`src/rtl/alu_arbiter.sv`:
```
// Round-robin arbiter sharing one combinational ALU between NREQ requesters.
// ALU operands are registered on accept and the ALU result is captured one cycle later.
module alu_arbiter #(
   parameter int         NREQ   = 2,
   parameter int         W      = 32,
   parameter logic [3:0] MAX_OP = 4'hC
) (
   input  logic              clk,
   input  logic              rst_n,
   input  logic [NREQ-1:0]   req_valid,
   output logic [NREQ-1:0]   req_ready,
   input  logic [4*NREQ-1:0] req_op,
   input  logic [W*NREQ-1:0] req_a,
   input  logic [W*NREQ-1:0] req_b,
   output logic [NREQ-1:0]   resp_valid,
   input  logic [NREQ-1:0]   resp_ready,
   output logic [W-1:0]      resp_out,
   output logic [2:0]        resp_flags,
   output logic              resp_err,
   output logic [3:0]        alu_op,
   output logic [W-1:0]      alu_in0,
   output logic [W-1:0]      alu_in1,
   input  logic [W-1:0]      alu_out,
   input  logic              alu_ovf,
   input  logic              alu_zero,
   input  logic              alu_cout,
   output logic              busy
);

   localparam int PW = (NREQ > 1) ? $clog2(NREQ) : 1;
   localparam logic [PW:0] NREQ_W = (PW+1)'(NREQ);

   typedef enum logic [1:0] {IDLE, EXEC, RESP} state_t;

   state_t          state;
   logic [PW-1:0]   rr_ptr;
   logic [PW-1:0]   grant;
   logic [PW-1:0]   pick;
   logic            found;
   logic [NREQ-1:0] rot;
   logic [PW:0]     offset;
   logic [PW:0]     sum;
   logic [3:0]      sel_op;
   logic [W-1:0]    sel_a;
   logic [W-1:0]    sel_b;

   // Rotate the valids so bit 0 is the requester at rr_ptr, take the lowest set bit,
   // then map the offset back to an absolute requester index.
   always_comb begin
      rot    = NREQ'({req_valid, req_valid} >> rr_ptr);
      found  = 1'b0;
      offset = '0;
      for (int k = 0; k < NREQ; k++) begin
         if (!found && rot[k]) begin
            found  = 1'b1;
            offset = (PW+1)'(k);
         end
      end
      sum = {1'b0, rr_ptr} + offset;
      if (sum >= NREQ_W) begin
         sum = sum - NREQ_W;
      end
      pick = sum[PW-1:0];
   end

   always_comb begin
      sel_op = '0;
      sel_a  = '0;
      sel_b  = '0;
      for (int j = 0; j < NREQ; j++) begin
         if (PW'(j) == pick) begin
            sel_op = req_op[j*4 +: 4];
            sel_a  = req_a[j*W +: W];
            sel_b  = req_b[j*W +: W];
         end
      end
   end

   // Gated with rst_n so that no handshake is offered while reset is held.
   assign req_ready = (rst_n && state == IDLE && found) ? (NREQ'(1) << pick) : '0;
   assign busy      = (state != IDLE);

   always_ff @(posedge clk or negedge rst_n) begin
      if (!rst_n) begin
         state      <= IDLE;
         rr_ptr     <= '0;
         grant      <= '0;
         alu_op     <= '0;
         alu_in0    <= '0;
         alu_in1    <= '0;
         resp_valid <= '0;
         resp_out   <= '0;
         resp_flags <= '0;
         resp_err   <= 1'b0;
      end else begin
         case (state)
            IDLE: begin
               if (found) begin
                  grant  <= pick;
                  rr_ptr <= (pick == PW'(NREQ - 1)) ? '0 : pick + 1'b1;
                  if (sel_op > MAX_OP) begin
                     // Illegal opcode: never issued, the ALU keeps its previous operands.
                     resp_out   <= '0;
                     resp_flags <= '0;
                     resp_err   <= 1'b1;
                     resp_valid <= NREQ'(1) << pick;
                     state      <= RESP;
                  end else begin
                     alu_op  <= sel_op;
                     alu_in0 <= sel_a;
                     alu_in1 <= sel_b;
                     state   <= EXEC;
                  end
               end
            end
            EXEC: begin
               resp_out   <= alu_out;
               resp_flags <= {alu_ovf, alu_zero, alu_cout};
               resp_err   <= 1'b0;
               resp_valid <= NREQ'(1) << grant;
               state      <= RESP;
            end
            RESP: begin
               if (|(resp_ready & resp_valid)) begin
                  resp_valid <= '0;
                  state      <= IDLE;
               end
            end
            default: begin
               resp_valid <= '0;
               state      <= IDLE;
            end
         endcase
      end
   end

endmodule

```
`config.mk`:
```
export PLATFORM = sky130hd
export DESIGN_NAME = alu_arbiter
export DESIGN_NICKNAME = d
export VERILOG_FILES = /design/src/rtl/alu_arbiter.sv
export SDC_FILE = /design/constraint.sdc
export NUM_CORES = 1
export LEC_CHECK = 0
export CAP_MARGIN = 30
export CORE_MARGIN = 2
export CORE_UTILIZATION = 34
export DETAILED_ROUTE_END_ITERATION = 10
export PLACE_DENSITY = 0.85
export SYNTH_ARGS = -nofsm -noshare
export SYNTH_HDL_FRONTEND = slang
export SYNTH_SLANG_ARGS = --single-unit
```
`constraint.sdc`:
```
create_clock -name clk -period 2.1 [get_ports clk]
set_clock_uncertainty 0.2 [all_clocks]
set_input_delay 0.63 -clock clk [delete_from_list [all_inputs] [get_ports clk]]
set_output_delay 0.63 -clock clk [all_outputs]
set_load 0.05 [all_outputs]
```
==> metrics.md, run 1 <==
| Metric | Value |
|---|---|
| Status | `finished with violations` |
| Violated checks | `negative setup slack` |
| 1st-iter DRT viols | `about 170` |
| Final Util | `61.72%` |
| Initial Util | `34.43%` |
| WS Path Type | `in -> out` |
| Flops & latches, synth | `110` |
| Relative slew margins | `60.67%` |
| Synth Area per Inst | `9.542 um2` |
| Post-synth EDFFs | `0` |
| Yosys warning total | `0` |
| Routed vias/inst | `between 4 and 5` |
| HP Class | `in -> async` |
| Clk buf depth | `2` |
| Setup TNS | `-7125 ps` |
| Syn Std Cell Area | `about 4700 um2` |
| FILL cells | `approximately 1100` |
| Total Routing Usage GR | `20.39%` |
| RePlAce Congestion | `0.7905` |
| # nets final | `975` |
| Num Clock Sinks | `110` |
| 1st-pass router iterations | `4` |
| Antenna violations before repair | `0` |
| PnR worst setup slack | `-312.8 ps` |
| First-pass GRT wire length | `between 20000 and 25000 um` |
| Antenna viol nets, final | `0` |
| Reg clk slew, reported paths | `about 70 ps` |
| Remaining global-route overflow | `0` |
| Post-synth top cells | `138 x nand2_1, 110 x dfrtp_1, 73 x nor2_1` |
| Final setup fails | `71` |
| Synth Flop Type | `dfrtp_1` |
| I/O Pins | `~290` |
| Worst Setup Start Kind | `input port` |
| CTS Hold Bufs | `0` |
| FFs w/ async S/R, synth | `100.0%` |
| Final WL | `15340 um` |
| CTS tree | `done` |
| WP data required | `~1300 ps` |
| Via count of the first global-routing pass | `4659` |
| # rows | `43` |
| Die Ht | `121.9 um` |
| Per-cell routed wire length | `15.61 um` |
| Ant diodes | `0` |
| Worst-Margin Slew | `approximately 590 ps` |
| Crit. End Element | `output port` |
| Max Cap Viol | `0` |
| Core ar. | `13720 um2` |
| Clk root buf | `clkbuf_16` |
| Worst vdd ir | `703.7 uV` |
| Area grow syn2layout | `79.28%` |
| CTS Buf Count | `9` |
| Die ar. | `between 10000 and 15000 um2` |
| Max Fanout on Critical Path | `5` |
| Total Power | `15.11 mW` |
| Syn_nets | `roughly 670` |
| H-Tree Depth | `3` |
| Most common cell in the netlist | `nand2_1` |
| Final hold viol count | `0` |
| Worst-Skew Late Latency | `340 ps` |
| Leak | `3.809 nW` |
| I/O Buffers | `285` |
| Synth top area share | `about three fifths` |
| Worst Path Arrival | `1580 ps` |
| Synth top area cells | `dfrtp_1 58%, nand2_1 11%, a31oi_1 8.9%, a22o_1 6.7%, nor2_1 5.8%` |
| Post-synthesis cell type count | `31` |
| Yosys top cell by area | `dfrtp_1` |
| Unrepaired setup endpoints after global routing | `true` |
| Fin crit period | `2413 ps` |
| Count of pins over their slew limit | `0` |
| Total number of vias | `4825` |
| Final hold slack | `186.2 ps` |
| Pin count of the biggest net entering global routing | `111` |
| Mapped Cells | `495` |
| Highest clock rate | `414.5 MHz` |
| PD cells | `1784 nW/um2` |
| Fraction of layout cells with a size suffix above 1 | `24.41%` |
| Seq/Total Area, Yosys | `58.28%` |
| Fin crit share | `114.9%` |
| Placed wire-length estimate | `11330 um` |
| DRC Markers | `0` |
| Die W | `121.9 um` |
## cells in the final DEF (no fill, tap or decap), drive strengths merged, types with 2 or more instances in the layout
cell type,n
clkdlybuf4s50,173
buf,154
nand2,138
dfrtp,110
nor2,73
a31oi,67
a22o,36
clkbuf,9
inv,6
o21ai,6
a21oi,5
nor3,4
or2,3
clkinv,3
a21boi,3
mux2,2
## through the flow
| stage | area (um2) | worst slack [ps] | std cells |
|---|---|---|---|
| floorplan | 4792 | -146.7 | 495 |
| global placement | 7991 | -967.3 | 959 |
| detailed placement | 7991 | -1085 | 959 |
| CTS | 8444 | -315.7 | 983 |
| global route | 8468 | -370.2 | 983 |
| finish | 8468 | -312.8 | 983 |
## state kept, by name, summed over array words and instances (netlist names)
signal      count
grant           1
state           2
rr_ptr          1
resp_err        1
resp_valid      2
alu_in1        32
resp_flags      3
alu_op          4
alu_in0        32
resp_out       32
## final timing paths
check,from,endpoint,slack (ps),cells past startpoint
hold reg to reg,resp_out[21]$_DFFE_PN0P_,resp_out[21]$_DFFE_PN0P_,300,1
setup / recovery,req_valid[1],req_ready[1],-310,6
hold / removal,rst_n,alu_op[3]$_DFFE_PN0P_,190,2
min in group clk,resp_out[21]$_DFFE_PN0P_,resp_out[21]$_DFFE_PN0P_,300,1
max in group asynchronous,rst_n,rr_ptr$_DFFE_PN0P_,1040,2
setup reg to reg,rr_ptr$_DFFE_PN0P_,alu_in1[15]$_DFFE_PN0P_,-160,9
## kinds of logic after synthesis
| kind of cell | Yosys count | share of synthesized area (%) |
|---|---|---|
| buffers and inverters | 39 | 4.397 |
| flip-flops | 110 | 58.28 |
| multiplexers | 2 | 0.4768 |
| AND/OR/NAND/NOR | 223 | 18.38 |
| AO/OA/AOI/OAI | 121 | 18.46 |
## power breakdown
part / switching [mW] / internal [mW] / total [mW]
clock network: 0.824 / 0.954 / 1.78
registers: 0.698 / 3.15 / 3.85
logic: 5.84 / 3.64 / 9.48
## area by class of cell
cell class                      count  area (um2)  share of cell area [%]
Clock buffer                        9       225.2                   2.660
Clock inverter                      7       87.58                   1.034
Inverter                            3       11.26                  0.1330
Multi-Input combinational cell    347        1883                   22.24
Sequential cell                   110        2755                   32.54
Tap cell                          180       225.2                   2.660
Timing Repair Buffer              327        3281                   38.74
## critical path, cell delays in order
cell     delay (ps)
buf_2           160
or2_4           270
and2b_2         220
nand2_4         100
nor2_4           50
buf_12          140
## repair_timing
action	CTS	global route
pin swaps	8	1
endpoints found under the setup margin	111	110
hold endpoints to repair	0	0
gates cloned	1	0
resized for setup	23	5
setup buffers	7	1
## metal layers
layer | part of all wire (%) | track usage [%] | routed length (um)
met5 | 0 | 0 | 0
met4 | 2.3 | 7.328 | 354
met3 | 9.2 | 6.039 | 1416
met2 | 50 | 35.30 | 7704
met1 | 38 | 23.98 | 5867
Power figures use the tool's default switching activity.
==> run 2: changes to the inputs <==
--- a/config.mk
+++ b/config.mk
@@ -10,6 +10,7 @@
 export CORE_UTILIZATION = 34
 export DETAILED_ROUTE_END_ITERATION = 10
 export PLACE_DENSITY = 0.85
+export SLEW_MARGIN = 20
 export SYNTH_ARGS = -nofsm -noshare
 export SYNTH_HDL_FRONTEND = slang
 export SYNTH_SLANG_ARGS = --single-unit
==> results of run 2 <==
The final DEF is identical to that of run 1; final timing and power are the same.
